==> config.mk <==
export PLATFORM = sky130hd
export DESIGN_NAME = ram_arbiter
export DESIGN_NICKNAME = d
export VERILOG_FILES = /design/src/rtl/ram_arbiter.sv
export SDC_FILE = /design/constraint.sdc
export NUM_CORES = 1
export LEC_CHECK = 0
export CAP_MARGIN = 40
export CORE_AREA = 3 3 118 120
export DETAILED_ROUTE_END_ITERATION = 12
export DIE_AREA = 0 0 121 123
export PLACE_DENSITY_LB_ADDON = 0.08
export SKIP_LAST_GASP = 1
export SLEW_MARGIN = 20
export SYNTH_ARGS = -nofsm -noshare
export SYNTH_HDL_FRONTEND = slang
export SYNTH_SLANG_ARGS = --single-unit
==> constraint.sdc <==
create_clock -name clk -period 2.3 [get_ports clk]
set_input_delay 0.345 -clock clk [delete_from_list [all_inputs] [get_ports clk]]
set_output_delay 0.345 -clock clk [all_outputs]
set_load 0.05 [all_outputs]
==> src/rtl/ram_arbiter.sv <==
// ram_arbiter: two-master round-robin arbiter in front of the single data_ram port.
// Master 0 is the I-side engine and master 1 is the D-side engine.
// The grant is held across a multi-beat burst. After BURST acks the owner is forced
// to hand over, but only if the other master is waiting. One dead cycle (S_GAP)
// always separates two owners on the RAM.
// Optional feature macro: ARB_WDOG_EN adds a stall watchdog that aborts a tenure
// after WDOG_CYCLES cycles with ram_cs high and no ram_ack.
module ram_arbiter #(
  parameter int ADDR_W      = 32,
  parameter int DATA_W      = 32,
  parameter int BURST       = 4,
  parameter int WDOG_CYCLES = 64
) (
  input  logic              clk,
  input  logic              rst_n,
  // master 0 (I-side)
  input  logic              m0_req,
  input  logic              m0_cs,
  input  logic              m0_we,
  input  logic [ADDR_W-1:0] m0_addr,
  input  logic [DATA_W-1:0] m0_din,
  output logic              m0_gnt,
  output logic              m0_ack,
  output logic [DATA_W-1:0] m0_dout,
  // master 1 (D-side)
  input  logic              m1_req,
  input  logic              m1_cs,
  input  logic              m1_we,
  input  logic [ADDR_W-1:0] m1_addr,
  input  logic [DATA_W-1:0] m1_din,
  output logic              m1_gnt,
  output logic              m1_ack,
  output logic [DATA_W-1:0] m1_dout,
  // data_ram port
  output logic              ram_cs,
  output logic              ram_we,
  output logic [ADDR_W-1:0] ram_addr,
  output logic [DATA_W-1:0] ram_din,
  input  logic [DATA_W-1:0] ram_dout,
  input  logic              ram_ack,
  // status
  output logic              busy,
  output logic              wdog_err
);

  localparam logic [1:0] S_IDLE = 2'd0;
  localparam logic [1:0] S_GNT0 = 2'd1;
  localparam logic [1:0] S_GNT1 = 2'd2;
  localparam logic [1:0] S_GAP  = 2'd3;

  localparam int CNT_W = $clog2(BURST + 1);

  logic [1:0]       state_q, state_d;
  logic             last_q, last_d;        // id of the most recent owner
  logic [CNT_W-1:0] beat_cnt_q, beat_cnt_d;
  logic             wdog_err_q, wdog_err_d;

  logic             in_gnt;
  logic             own_id;
  logic             own_req;
  logic             oth_req;
  logic [CNT_W-1:0] beat_next;
  logic             burst_done;
  logic             wdog_abort;

  assign in_gnt     = (state_q == S_GNT0) || (state_q == S_GNT1);
  assign own_id     = (state_q == S_GNT1);
  assign own_req    = own_id ? m1_req : m0_req;
  assign oth_req    = own_id ? m0_req : m1_req;
  assign beat_next  = beat_cnt_q + CNT_W'(ram_ack);
  assign burst_done = (beat_next == CNT_W'(BURST));

  // Grants come straight from the state flops, so they are registered and drop
  // asynchronously with reset.
  assign m0_gnt   = (state_q == S_GNT0);
  assign m1_gnt   = (state_q == S_GNT1);
  assign busy     = (state_q != S_IDLE);
  assign m0_dout  = ram_dout;
  assign m1_dout  = ram_dout;
  assign wdog_err = wdog_err_q;

`ifdef ARB_WDOG_EN
  localparam int WDOG_W = $clog2(WDOG_CYCLES + 1);

  logic [WDOG_W-1:0] wdog_cnt_q, wdog_cnt_d;

  // The stall counter runs only while the owner strobes ram_cs without an ack.
  always_comb begin
    wdog_cnt_d = '0;
    if (in_gnt && !ram_ack) begin
      wdog_cnt_d = ram_cs ? wdog_cnt_q + WDOG_W'(1) : wdog_cnt_q;
    end
  end

  assign wdog_abort = in_gnt && ram_cs && !ram_ack &&
                      (wdog_cnt_q == WDOG_W'(WDOG_CYCLES - 1));

  // Register for the stall counter.
  always_ff @(posedge clk or negedge rst_n) begin
    if (!rst_n) wdog_cnt_q <= '0;
    else        wdog_cnt_q <= wdog_cnt_d;
  end
`else
  assign wdog_abort = 1'b0;
`endif

  // Route the owner's strobes to the RAM. Outside a grant the RAM sees zeros and
  // stray acks are swallowed.
  always_comb begin
    // NOTE: every output gets a default before the case, so no path leaves one unassigned and no latch is inferred.
    ram_cs   = 1'b0;
    ram_we   = 1'b0;
    ram_addr = '0;
    ram_din  = '0;
    m0_ack   = 1'b0;
    m1_ack   = 1'b0;
    case (state_q)
      S_GNT0: begin
        ram_cs   = m0_cs;
        ram_we   = m0_we;
        ram_addr = m0_addr;
        ram_din  = m0_din;
        m0_ack   = ram_ack;
      end
      S_GNT1: begin
        ram_cs   = m1_cs;
        ram_we   = m1_we;
        ram_addr = m1_addr;
        ram_din  = m1_din;
        m1_ack   = ram_ack;
      end
      default: ;
    endcase
  end

  // Arbitration FSM: round-robin pick, hold for the burst, forced hand-over and gap.
  always_comb begin
    state_d    = state_q;
    last_d     = last_q;
    beat_cnt_d = beat_cnt_q;
    wdog_err_d = 1'b0;
    case (state_q)
      S_IDLE: begin
        if (m0_req && m1_req) state_d = last_q ? S_GNT0 : S_GNT1;
        else if (m0_req)      state_d = S_GNT0;
        else if (m1_req)      state_d = S_GNT1;
      end
      S_GNT0, S_GNT1: begin
        beat_cnt_d = beat_next;
        if (!own_req || wdog_abort || (burst_done && oth_req)) begin
          // The ack that completes the burst has already been routed this cycle.
          state_d    = S_GAP;
          last_d     = own_id;
          beat_cnt_d = '0;
          wdog_err_d = wdog_abort;
        end else if (burst_done) begin
          // Nobody is waiting, so start a fresh fairness window without a gap.
          beat_cnt_d = '0;
        end
      end
      default: state_d = S_IDLE;  // S_GAP: exactly one dead cycle
    endcase
  end

  // State registers.
  always_ff @(posedge clk or negedge rst_n) begin
    // NOTE: state flops use non-blocking assignments, so every flop samples pre-edge values regardless of statement order.
    if (!rst_n) begin
      state_q    <= S_IDLE;
      last_q     <= 1'b1;
      beat_cnt_q <= '0;
      wdog_err_q <= 1'b0;
    end else begin
      state_q    <= state_d;
      last_q     <= last_d;
      beat_cnt_q <= beat_cnt_d;
      wdog_err_q <= wdog_err_d;
    end
  end

endmodule

==> results of run 1 <==
## where the power goes
group / total (mW) / switching, mW / leakage, nW / internal, mW
Combinational: 8.54 / 4.86 / 1.63 / 3.68
Clock: 0.292 / 0.0617 / 0.0382 / 0.230
Sequential: 0.194 / 0.0356 / 0.0751 / 0.158
## layer usage
layer	vias up	routed length (um)
met5	-	0
met1	1089	3012
met4	0	228
met2	109	5474
li1	1122	-
met3	24	776
## kinds of logic after synthesis
kind of cell | after synthesis
xor+xnor | 1
compound gates | 75
flops | 6
buf+inv | 92
mux | 3
simple gates | 76
other cells | 1
fa+ha+maj | 6
## flip-flops by register name, summed over array words and instances (netlist names)
register / flops
beat_cnt_q: 3
last_q: 1
state_q: 2
## critical path: cells and delay by family (launching register included)
kind,cells,cell delay (ns)
adder cells (fa/ha/maj),1,0.37
buffers and inverters,4,0.75
flip-flops,1,0.39
AND/OR/NAND/NOR,1,0.09
## worst min path at each step
stage,start,endpoint,slack [ns],cells after the start
final,rst_n,beat_cnt_q[2],0.38,1
after global routing,rst_n,beat_cnt_q[2],0.39,1
after CTS,rst_n,state_q[0],0.39,1
after detailed placement,beat_cnt_q[0],beat_cnt_q[0],0.51,1
after global placement,beat_cnt_q[0],beat_cnt_q[0],0.51,1
after floorplan,rst_n,beat_cnt_q[0],0.05,0
## cell type report
class | count | area share, %
inverters | 5 | 0.4842
well taps | 176 | 4.485
flip-flops and latches | 6 | 3.084
multi-input cells | 162 | 30.05
clock buffers | 4 | 1.606
repair buffers | 219 | 60.30
## cell usage after synthesis (2+ instances only)
| master | n | share of area, % |
|---|---|---|
| buf_2 | 6 | 1.7 |
| buf_4 | 65 | 27 |
| nor2_1 | 71 | 15 |
| a22o_1 | 3 | 1.5 |
| clkbuf_1 | 11 | 2.3 |
| and2_1 | 2 | 0.70 |
| mux2_4 | 2 | 1.7 |
| dfrtp_1 | 5 | 7.0 |
| inv_1 | 4 | 0.85 |
| a22oi_1 | 66 | 28 |
| ha_1 | 6 | 4.2 |
| buf_1 | 4 | 0.85 |
==> reports/qor.txt, run 1 <==
pre-CTS setup slack = -0.03095 ns
capture point of the worst path = ram_din[10]
TritonCTS Sinks = 6
GRT Total Usage = 11.46%
Non-Filler Instances = 572
initial antenna violation count = 0
crit-path max FO = 19
Net Count, Synth = 435
vias post-DR = 2,344
CTS clk-pin slew, worst paths = 0.04 ns
largest family of logic cells by synthesized area = buffers and inverters
CORE AREA = 13,090 um2
Final setup viols = 0
CP most frequent cell = buf_12
Std-Cell Rows = 42
Min Clock Period, post-route = 2.203 ns
1st-pass router iterations = 4
Final Max Tran Viols = 0
Arrival @ worst endpoint = 1.86 ns
Initial Util = 13.57%
Synth Area in Adders = 4.228%
wire length per cell = 16.59 um
ANT cells = 0
Worst R2R End = state_q[1]
CTS tree = yes
met2 usage = 22.96%
placed cell area = 4831 um2
simple-gate portion of the synthesized area = 17.69%
CTS buffer count = 3
PD cells = 1839 nW/um2
MaxCap Viol Count = 0
Hold Vio Cnt, Final = 0
clock skew = 0.001199 ns
grt total ovfl = 0
Yosys reg bits = 6
crit path from = state_q[0]
Most used DFF post-synth = dfrtp_1
critical path class = reg -> out
most frequent cells in the layout = 136 x clkdlybuf4s50_1, 78 x buf_12, 66 x a22oi_1, 57 x nor2_4, 9 x nor2_2
Placed Cells = 568
startpoint types = flop
Final ANT Viol Nets = 0
Multi-input gate area = 1475 um2
multiplexer share of the synthesized area = 2.255%
clk_lat worst skew = 0.23 ns
Clk Tree Root Cell = clkbuf_16
Unique masters post-synth = 27
Seq/Total Area, Yosys = 8.527%
die area = 14,880 um2
postcts setup bufs = 0
Post-synth EDFFs = 0
syn_area_per_cell = 6.829 um2
FILL cells = 1,318
f_max = 0.4539 GHz
DIE WIDTH = 121 um
Routability Congestion = 0.7620
Leakage = 1.745 nW
Fin Setup TNS = 0 ns
HP Class = in -> async
CP cell instances = inv_1 -> ha_1 -> inv_6 -> buf_12 -> nor2_2 -> buf_12
most used routing layer in global routing = met2
Crit. End Element = output pin
grt met1 use = 11.82%
mapped cell area = 1775 um2
RR Startpoint = state_q[0]
Peak VDD IR = 1.112 mV
placed wire-length estimate = 7.970 mm
total power = 9.030 mW
vias in the first global route = 2,327
most common cell after layout, fill and taps aside = clkdlybuf4s50_1
H-Tree Level Count = 1
Required @ worst endpoint = 1.96 ns
Reg2Reg Setup Slack = 0.38 ns
Synth Area in Compound Gates = 32.56%
RSZ-0062 raised after global routing = false
routed vias/inst = 4.098
Cells after Synth = 260
Tcrit/Tclk final = 95.80%
Critical Path Max Stage Delay = 0.39 ns
I/O pin count = 305
CTS max path bufs = 2
I/O Buffers = 207
Core Util, Final = 37.52%
grt met3 use = 2.699%
final WL = 9.492 mm
async set-or-reset flop fraction in the synthesized netlist = 100.0%
run status = finished clean
storage element area = 151.4 um2
Residual DRC = 0
number of gates resized after CTS = 0
xor/xnor share of the synthesized area = 0.4933%
Warnings, synthesis = 0
maximum number of pins on one net before global-route repair = 38
CTS Hold Buffers Added = 0
Hold Slack = 0.3756 ns
first-pass GRT wire length = 13.40 mm
share of cells above drive strength 1 = 40.40%
first-iteration detailed-routing DRC count = 46
Layout area overhead = 176.5%
Worst R2R Path Depth = 6
# nets final = 572
Die Y = 123 um
setup ws final = 0.09663 ns
Slowest-stage cell, CP = dfrtp_1
design area = 4910 um2
(Power assumes the default switching activity.)
==> inputs of run 2 (changes only) <==
--- a/config.mk
+++ b/config.mk
@@ -10,6 +10,7 @@
 export DETAILED_ROUTE_END_ITERATION = 12
 export DIE_AREA = 0 0 121 123
 export PLACE_DENSITY_LB_ADDON = 0.08
+export SKIP_CTS_REPAIR_TIMING = 1
 export SKIP_LAST_GASP = 1
 export SLEW_MARGIN = 20
 export SYNTH_ARGS = -nofsm -noshare
==> results of run 2 <==
The final DEF is identical to that of run 1; final timing and power are the same.
